<file path="src/rtl/mem_arbiter.sv">
// Two-port memory arbiter: bounded-burst ownership, alternating tie-break,
// combinational grant onto a shared synchronous memory port.
module mem_arbiter #(
    parameter int AW        = 32,
    parameter int DW        = 32,
    parameter int MAX_BURST = 4
) (
    input  logic          clock,
    input  logic          reset,
    input  logic          req0,
    input  logic          req1,
    input  logic          we0,
    input  logic          we1,
    input  logic [AW-1:0] addr0,
    input  logic [AW-1:0] addr1,
    input  logic [DW-1:0] wdata0,
    input  logic [DW-1:0] wdata1,
    input  logic [2:0]    op0,
    input  logic [2:0]    op1,
    output logic          gnt0,
    output logic          gnt1,
    output logic          rvalid0,
    output logic          rvalid1,
    output logic [DW-1:0] rdata0,
    output logic [DW-1:0] rdata1,
    output logic [AW-1:0] mem_addr,
    output logic [DW-1:0] mem_wdata,
    output logic [2:0]    mem_op,
    output logic          mem_we,
    input  logic [DW-1:0] mem_rdata
);

    typedef enum logic [1:0] {
        OWN_NONE,
        OWN_P0,
        OWN_P1
    } owner_e;

    localparam logic [3:0] MaxBeat = 4'(MAX_BURST);

    owner_e     owner_q, owner_d;
    logic       last_q, last_d;
    logic [3:0] beat_q, beat_d;
    logic       rvalid0_q, rvalid0_d;
    logic       rvalid1_q, rvalid1_d;

    logic       g0, g1;
    logic       own_is1;
    logic       own_req;
    logic       oth_req;
    logic       at_max;
    logic       same_owner;

    // Grant decision; forced low while reset is asserted.
    always_comb begin
        g0      = 1'b0;
        g1      = 1'b0;
        own_is1 = (owner_q == OWN_P1);
        own_req = own_is1 ? req1 : req0;
        oth_req = own_is1 ? req0 : req1;
        at_max  = (beat_q >= MaxBeat);
        if (!reset) begin
            g0 = 1'b0;
            g1 = 1'b0;
        end else if (owner_q == OWN_NONE) begin
            if (req0 && req1) begin
                g0 = last_q;
                g1 = !last_q;
            end else begin
                g0 = req0;
                g1 = req1;
            end
        end else if (own_req && !(oth_req && at_max)) begin
            g0 = !own_is1;
            g1 = own_is1;
        end else if (oth_req) begin
            g0 = own_is1;
            g1 = !own_is1;
        end
    end

    always_comb begin
        owner_d    = owner_q;
        last_d     = last_q;
        beat_d     = beat_q;
        same_owner = (g0 && owner_q == OWN_P0) || (g1 && owner_q == OWN_P1);
        if (g0 || g1) begin
            last_d  = g1;
            owner_d = g1 ? OWN_P1 : OWN_P0;
            if (same_owner) begin
                beat_d = at_max ? MaxBeat : beat_q + 4'd1;
            end else begin
                beat_d = 4'd1;
            end
        end else begin
            owner_d = OWN_NONE;
            beat_d  = 4'd0;
        end
        rvalid0_d = g0 & ~we0;
        rvalid1_d = g1 & ~we1;
    end

    always_ff @(posedge clock or negedge reset) begin
        if (!reset) begin
            owner_q   <= OWN_NONE;
            last_q    <= 1'b1;
            beat_q    <= 4'd0;
            rvalid0_q <= 1'b0;
            rvalid1_q <= 1'b0;
        end else begin
            owner_q   <= owner_d;
            last_q    <= last_d;
            beat_q    <= beat_d;
            rvalid0_q <= rvalid0_d;
            rvalid1_q <= rvalid1_d;
        end
    end

    // With no grant the command bus idles on port 0's inputs.
    assign gnt0      = g0;
    assign gnt1      = g1;
    assign mem_addr  = g1 ? addr1 : addr0;
    assign mem_wdata = g1 ? wdata1 : wdata0;
    assign mem_op    = g1 ? op1 : op0;
    assign mem_we    = (g0 & we0) | (g1 & we1);
    assign rvalid0   = rvalid0_q;
    assign rvalid1   = rvalid1_q;
    assign rdata0    = mem_rdata;
    assign rdata1    = mem_rdata;

endmodule
</file>
<file path="config.mk">
export PLATFORM = sky130hd
export DESIGN_NAME = mem_arbiter
export DESIGN_NICKNAME = d
export VERILOG_FILES = /design/src/rtl/mem_arbiter.sv
export SDC_FILE = /design/constraint.sdc
export NUM_CORES = 1
export LEC_CHECK = 0
export BUFFER_PORTS_ARGS = -buffer_cell sky130_fd_sc_hd__clkbuf_2
export CAP_MARGIN = 20
export CORE_AREA = 4 4 118 120
export DETAILED_ROUTE_END_ITERATION = 12
export DIE_AREA = 0 0 122 124
export GPL_TIMING_DRIVEN = 0
export SLEW_MARGIN = 30
export SYNTH_ARGS = -nofsm -noshare
export SYNTH_HDL_FRONTEND = slang
export SYNTH_SLANG_ARGS = --single-unit
export TNS_END_PERCENT = 1
</file>
<file path="constraint.sdc">
create_clock -name clock -period 5.9 [get_ports clock]
set_clock_uncertainty 0.05 [all_clocks]
set_input_delay 1.18 -clock clock [delete_from_list [all_inputs] [get_ports clock]]
set_output_delay 1.18 -clock clock [all_outputs]
set_load 0.05 [all_outputs]
</file>
==> impl_metrics.toml, run 1 <==
[synth]
ys_seq_area_share_pct = 11.0
yosysUniqueCellTypes = 31
yosysWarnings = 0
synth-xor-area-share_pct = 0
synth_compound_area_share_pct = 5.59
synth_area_per_cell_um2 = 11.3
synthCells = 182
synthAdderAreaFrac_pct = 0.608
ys_seq_elements = 9
netlist_area_um2 = 2060
synth-simple-area-share_pct = 3.77
synth_top_family_by_area = "multiplexers"
synth_mux_area_share_pct = 47.6
synth.net_count = 355

[critical_path]
crit_type = "in -> out"
r2r_start = "last_q$_DFFE_PN1P_"
cp_max_fo = 10
r2r-end = "beat_q[0]$_DFF_PN0_"
crit_path_end_kind = "output port"
cp-start-kind = "input pin"
required_ns = 4.67
critical_path_arrival_ns = 2.97
r2r_cells = 6
rrSetupSlack_ns = 4.19

[floorplanning]
die_h_um = 124
ios = 308
die_area_um2 = 15100
initial_utilization_pct = 15.9
rows = 42
die_w_um = 122
core-area_um2 = 13000

[cts]
cts_buffers = 3
root_buffer = "clkbuf_16"
cts_hold_buf = 0
cts_num_sinks = 9
htreeDepth = 1
cts_buffer_depth = 2
tritoncts = "done"
clk_latency_ns = 0.24
cts_resized = 0
clk_pin_slew_ns = 0.04
post-cts-setup-buffer-count = 0

[routing]
wl_per_cell_um = 11.7
drt_wl_total_um = 7470
drt-initial-drc-count = 24
via_count = 2213
drt-pass1-iter-count = 4
viasPerCell = 3.47
ant_nets = 0
detail_route.drc_violations = 0

[min_path]
hp-class = "reg -> reg"
hold_end = "last_q$_DFFE_PN1P_"
min_path_cells = 2
min_from = "last_q$_DFFE_PN1P_"

[global_routing]
grt.overflow.total = 0
grt_pass1_wl_um = 9540
grt_pass1_vias = 1938
grtUsageTotal_pct = 7.79
grt_max_degree = 15
antenna_found_initial = 0

[cells_and_area]
areaGrowthSynthToFinish_pct = 81.5
antennaDiodeCount = 0
instances_no_fill = 637
drive_above_1_share_pct = 90.2
fin_nets = 635

[power_and_ir_drop]
static-leakage-power_nw = 2.25
vdd_drop_max_uv = 116
power_density_nw_per_um2 = 220
power.total_mw = 0.822

[placement]
placed_cells = 633
gp_congestion = 0.764
placement.io_buffers = 275
hpwl_um = 6860
place_ws_ns = 1.69

[sta]
fin_ws_ns = 1.70
rsz0062_at_grt = "false"
fin_tns_setup_ns = 0
drv_slew = 0
max_clock_freq_mhz = 238
fin_crit_ns = 4.20
final-setup-viol-count = 0
fin_crit_sh_pct = 71.1
finalHoldViolCount = 0

[run]
maxCapViolCount = 0

[status]
status = "finished, final reports clean"
==> final cells by class <==
class	instances	area, µm²
Timing Repair Buffer	275	1380
Tap cell	176	220
Sequential cell	9	226
Clock inverter	1	5.00
Fill cell	1416	9250
Inverter	1	3.75
Buffer	73	639
Clock buffer	3	75.1
Multi-Input combinational cell	99	1190
==> cell usage after synthesis <==
| master | instances | share of area [%] |
|---|---|---|
| ha_1 | 1 | 0.61 |
| dfstp_2 | 1 | 1.3 |
| clkbuf_1 | 1 | 0.18 |
| o21bai_1 | 1 | 0.36 |
| a211o_1 | 1 | 0.43 |
| nor2b_1 | 2 | 0.61 |
| a22o_1 | 1 | 0.43 |
| mux2_4 | 60 | 44 |
| dfrtp_1 | 8 | 9.7 |
| nand2b_1 | 1 | 0.30 |
| buf_4 | 64 | 23 |
| nor2_1 | 3 | 0.55 |
| or3b_1 | 1 | 0.43 |
| mux2_1 | 5 | 2.7 |
| o211ai_1 | 1 | 0.36 |
| o21ai_0 | 2 | 0.49 |
| inv_1 | 1 | 0.18 |
| buf_12 | 7 | 6.8 |
| nand3b_1 | 2 | 0.73 |
| or3_1 | 1 | 0.30 |
| a21oi_1 | 4 | 0.97 |
| a211oi_1 | 1 | 0.36 |
| or2_2 | 1 | 0.30 |
| a21oi_2 | 1 | 0.43 |
| buf_8 | 1 | 0.73 |
| conb_1 | 1 | 0.18 |
| a21boi_0 | 1 | 0.36 |
| o22a_1 | 1 | 0.43 |
| mux2_2 | 2 | 1.1 |
| o211a_1 | 2 | 0.97 |
| nand2_1 | 3 | 0.55 |
==> cell usage in the layout, fill, tap and decap left out, types with 2 or more instances in the layout <==
master     instances
nand3b_1           2
nor2b_1            2
mux2_1             5
nor2_1             3
clkbuf_2         275
buf_12             7
mux2_4            60
nand2_1            3
mux2_2             2
o211a_1            2
clkbuf_16          3
o21ai_0            2
buf_4             64
dfrtp_1            8
a21oi_1            4
==> report_power, final <==
group / leakage (nW) / total (mW) / switching [mW] / internal, mW
Combinational: 2.09 / 0.628 / 0.398 / 0.230
Clock: 0.0409 / 0.120 / 0.0303 / 0.0893
Sequential: 0.115 / 0.0743 / 0.00494 / 0.0694
Total: 2.25 / 0.822 / 0.434 / 0.388
==> flip-flops by register name, indices dropped and copies added, names as in the netlist <==
register	cells
rvalid0	1
last_q	1
beat_q	4
rvalid1	1
owner_q	2
==> critical path, stage by stage <==
cell and delay [ns]:
clkbuf_2 0.15, or3b_1 0.37, a21oi_2 0.16, o211a_1 0.19, buf_12 0.18, buf_12 0.16
mux2_4 0.31, clkbuf_2 0.26
==> worst max path at each step <==
| stage | from | endpoint | slack, ns |
|---|---|---|---|
| after floorplan | req1 | mem_wdata[24] | 1.94 |
| after detailed placement | req1 | mem_addr[1] | 1.69 |
| after global placement | req1 | mem_addr[1] | 1.68 |
| after CTS | req1 | mem_addr[1] | 1.69 |
| final | req1 | mem_addr[0] | 1.70 |
| after global routing | req1 | mem_wdata[28] | 1.63 |
==> routing by layer <==
layer	GRT usage [%]	up-vias	wire length [µm]
met4	1.47	0	32
met2	13.7	116	3900
met1	9.91	968	2810
met3	1.59	4	731
met5	0	-	0
li1	-	1125	-
==> cells by family (layout without fill, tap and decap cells) <==
family | Yosys count | count (layout)
AO/OA/AOI/OAI | 16 | 16
other | 1 | 1
buffers and inverters | 74 | 353
flip-flops | 9 | 9
AND/OR/NAND/NOR | 14 | 14
adder cells (fa/ha/maj) | 1 | 1
multiplexers | 67 | 67
==> through the flow <==
stage	hold WS, ns	utilization, %	cell area [µm²]
2_1_floorplan	0.410	-	2060
3_3_place_gp	0.425	28.2	3650
3_5_place_dp	0.422	28.2	3650
4_1_cts	0.428	28.8	3730
5_1_grt	0.465	28.8	3730
6_report	0.426	28.8	3730
No activity file was read; power rests on OpenSTA's default activity.
==> run 2: changes to the inputs <==
CORE_AREA = 4 4 116 118   (was 4 4 118 120)
DIE_AREA = 0 0 120 122   (was 0 0 122 124)
clock period = 3.7 ns   (was 5.9 ns; I/O delays follow)
==> impl_metrics.toml, run 2 (synthesis gave the netlist of run 1 again) <==
[critical_path]
cp_max_fo = 10
r2r-end = "beat_q[0]$_DFF_PN0_"
required_ns = 2.91
r2r_start = "beat_q[2]$_DFF_PN0_"
critPathSlowestCell = "or3b_1"
crit_path_cell_trace = "clkbuf_2 > or3b_1 > a21oi_2 > o211a_1 > buf_12 > buf_8 > mux2_1 > clkbuf_2"
startpoint = "req1"
crit_end = "mem_wdata[28]"
cp_common_cell = "clkbuf_2"
r2r_cells = 6
critical_path_arrival_ns = 2.57
cpPeakStageDelay_ns = 0.38
crit_path_end_kind = "output port"
rrSetupSlack_ns = 1.95
cp-start-kind = "input pin"
crit_type = "in -> out"

[sta]
final-setup-viol-count = 0
fin_tns_setup_ns = 0
drv_slew = 0
fin_crit_ns = 3.36
hold_ws_ns = 0.342
finalHoldViolCount = 0
rsz0062_at_grt = "false"
max_clock_freq_mhz = 298
fin_crit_sh_pct = 90.7

[placement]
placement.io_buffers = 275
gp_congestion = 0.736
placed_area_um2 = 3650
hpwl_um = 7930
placed_cells = 629

[cts]
root_buffer = "clkbuf_16"
clk_latency_ns = 0.23
tritoncts = "done"
cts_num_sinks = 9
cts_hold_buf = 0
cts_resized = 0
clk_pin_slew_ns = 0.04
post-cts-setup-buffer-count = 0
cts_buffer_depth = 2
cts_buffers = 3
htreeDepth = 1

[min_path]
hp-class = "in -> async"

[global_routing]
antenna_found_initial = 3
top_usage_layer = "met2"
grt_pass1_wl_um = 12000
grtUsageTotal_pct = 9.96
grtUsageMet2_pct = 19.7
grt_max_degree = 15
grt.overflow.total = 0
grt_pass1_vias = 2355
grt_use_met1_pct = 10.7
grt_util_met3_pct = 2.88

[cells_and_area]
top_register = "beat_q"
fin_nets = 635
seq_area_um2 = 226
multi_input_area_um2 = 1190
layout_common_cells = "clkbuf_2 (275), buf_4 (64), mux2_4 (60)"
final_cell_area_um2 = 3730
largest_reg_flops = 4
areaGrowthSynthToFinish_pct = 81.2
final_common_cell = "clkbuf_2"
instances_no_fill = 633
drive_above_1_share_pct = 90.0
num-fill-cells = 1370
antennaDiodeCount = 0
top_regs = "beat_q (4), owner_q (2)"

[routing]
drt-initial-drc-count = 36
wl_per_cell_um = 13.4
drt-pass1-iter-count = 4
drt_wl_total_um = 8490
viasPerCell = 3.67
via_count = 2323
ant_nets = 0
detail_route.drc_violations = 0

[run]
maxCapViolCount = 0

[floorplanning]
ios = 308
die_area_um2 = 14600
initial_utilization_pct = 16.5
die_h_um = 122
core-area_um2 = 12500
die_w_um = 120
rows = 41

[status]
status = "finished, final reports clean"

[power_and_ir_drop]
power_density_nw_per_um2 = 352
power.total_mw = 1.31
vdd_drop_max_uv = 267
static-leakage-power_nw = 2.25
==> run 2: cell type report <==
class / count / area share [%]
repair buffers: 275 / 36.9
multi-input cells: 99 / 31.9
plain buffers: 73 / 17.1
flip-flops and latches: 9 / 6.07
well taps: 172 / 5.77
clock buffers: 4 / 2.11
inverters: 1 / 0.101
==> run 2: worst min path at each step <==
stage               slack, ns          startpoint  depth (start not counted)             endpoint
global placement         0.43  last_q$_DFFE_PN1P_                          2   last_q$_DFFE_PN1P_
finish                   0.34               reset                          1  beat_q[3]$_DFF_PN0_
CTS                      0.35               reset                          1  beat_q[3]$_DFF_PN0_
global route             0.36               reset                          1    rvalid0$_DFF_PN0_
detailed placement       0.44  last_q$_DFFE_PN1P_                          2   last_q$_DFFE_PN1P_
floorplan                0.39               reset                          0  beat_q[0]$_DFF_PN0_
==> run 2: stage by stage <==
step | setup slack [ns] | utilization (%)
final | 0.344 | 29.9
after detailed placement | 0.323 | 29.3
after global placement | 0.345 | 29.3
after floorplan | 0.620 | -
after global routing | 0.231 | 29.9
after CTS | 0.318 | 29.9
==> run 2: routing by layer <==
| layer | vias to the layer above | part of all wire (%) |
|---|---|---|
| met5 | - | 0.40 |
| met1 | 1070 | 33 |
| met3 | 8 | 9.9 |
| met2 | 113 | 57 |
| li1 | 1126 | - |
| met4 | 6 | 0.29 |
==> run 2: power breakdown <==
group	internal, mW	total (mW)	leakage [nW]	switching [mW]
clock network	0.144	0.187	0.0382	0.0433
registers	0.111	0.119	0.115	0.00810
logic	0.366	1.01	2.09	0.641
==> run 2: worst max-delay path, delay by kind of cell <==
kind,cells,cell delay (ns)
AOI/OAI and AO/OA,2,0.35
muxes,1,0.36
and+or+nand+nor,1,0.38
buffers and inverters,4,0.72
==> run 3: changes to the inputs <==
CORE_AREA = 4 4 117 119   (was 4 4 116 118)
DIE_AREA = 0 0 121 123   (was 0 0 120 122)
==> impl_metrics.toml, run 3 (synthesis gave the netlist of run 1 again) <==
[cts]
cts_num_sinks = 9
clk_latency_ns = 0.23
cts_buffer_depth = 2
post-cts-setup-buffer-count = 0
cts_resized = 0
root_buffer = "clkbuf_16"
clk_pin_slew_ns = 0.04
htreeDepth = 1
cts_hold_buf = 0
cts_buffers = 3
tritoncts = "done"

[cells_and_area]
fin_nets = 635
areaGrowthSynthToFinish_pct = 81.2
num-fill-cells = 1342
top_register = "beat_q"
final_common_cell = "clkbuf_2"
largest_reg_flops = 4
layout_common_cells = "clkbuf_2 (275), buf_4 (64), mux2_4 (60)"
fin_util_pct = 29.7
multi_input_area_um2 = 1190
seq_area_um2 = 226
top_regs = "beat_q (4), owner_q (2)"
drive_above_1_share_pct = 90.0
antennaDiodeCount = 0
final_cell_area_um2 = 3730

[critical_path]
crit_type = "in -> out"
cp_max_fo = 10
required_ns = 2.91
r2r_cells = 6
critical_path_arrival_ns = 2.52
r2r-end = "rvalid1$_DFF_PN0_"
rrSetupSlack_ns = 1.97
cp-start-kind = "input pin"
crit_path_end_kind = "output port"
r2r_start = "beat_q[2]$_DFF_PN0_"

[power_and_ir_drop]
vdd_drop_max_uv = 254
power_density_nw_per_um2 = 352
static-leakage-power_nw = 2.25
power.total_mw = 1.31

[floorplanning]
die_area_um2 = 14900
initial_utilization_pct = 16.4
rows = 41
die_h_um = 123
core-area_um2 = 12600
die_w_um = 121
ios = 308

[global_routing]
grtUsageTotal_pct = 8.93
grt_pass1_wl_um = 11000
grt_max_degree = 15
antenna_found_initial = 0
grt_pass1_vias = 2350
grt.overflow.total = 0

[sta]
fin_tns_setup_ns = 0
final-setup-viol-count = 0
fin_crit_ns = 3.31
drv_slew = 0
fin_crit_sh_pct = 89.6
rsz0062_at_grt = "false"
finalHoldViolCount = 0
max_clock_freq_mhz = 302

[placement]
placement.io_buffers = 275
placed_area_um2 = 3650
gp_congestion = 0.759
hpwl_um = 7510

[routing]
viasPerCell = 3.66
detail_route.drc_violations = 0
drt_wl_total_um = 8020
drt-pass1-iter-count = 4
wl_per_cell_um = 12.7
drt-initial-drc-count = 17
via_count = 2315
ant_nets = 0

[status]
status = "finished, final reports clean"

[min_path]
hp-class = "in -> async"

[run]
maxCapViolCount = 0
==> run 3: cell counts in the layout (fill, tap and decap cells not counted) <==
Identical to the previous run, type by type.
==> run 3: area by class of cell <==
cell class | count | area share (%)
plain buffers | 73 | 17.1
multi-input cells | 99 | 31.9
inverters | 1 | 0.101
repair buffers | 275 | 36.9
clock buffers | 4 | 2.11
well taps | 172 | 5.77
flip-flops and latches | 9 | 6.07
==> run 3: metal layers <==
metal	vias up	wire (µm)	GRT usage, %
met2	120	4700	18.5
met1	1062	2530	9.10
met3	7	706	1.51
met5	-	0	0
li1	1126	-	-
met4	0	81	2.27
==> run 3: worst max-delay path by stage <==
| stage | from | to | slack [ns] | cells past startpoint |
|---|---|---|---|---|
| after CTS | req1 | mem_wdata[24] | 0.36 | 8 |
| after global placement | req1 | mem_wdata[26] | 0.38 | 8 |
| final | req1 | mem_wdata[24] | 0.39 | 8 |
| after global routing | req1 | mem_wdata[26] | 0.28 | 8 |
| after detailed placement | req1 | mem_wdata[24] | 0.37 | 8 |
| after floorplan | req1 | mem_wdata[24] | 0.62 | 6 |
==> run 3: worst max-delay path: stages <==
cell and delay (ns):
clkbuf_2 0.15, or3b_1 0.38, a21oi_2 0.17, o211a_1 0.19
buf_12 0.18, buf_8 0.15, mux2_1 0.32, clkbuf_2 0.24
==> run 3: power by group <==
group          switching (mW)  internal [mW]
clock network          0.0449          0.144
registers             0.00801          0.111
logic                   0.638          0.366
==> run 3: stage by stage <==
| stage | hold slack, ns | setup slack (ns) | instances |
|---|---|---|---|
| CTS | 0.339 | 0.356 | 633 |
| finish | 0.339 | 0.385 | 633 |
| global placement | 0.427 | 0.378 | 629 |
| floorplan | 0.394 | 0.620 | 182 |
| detailed placement | 0.446 | 0.365 | 629 |
| global route | 0.352 | 0.283 | 633 |
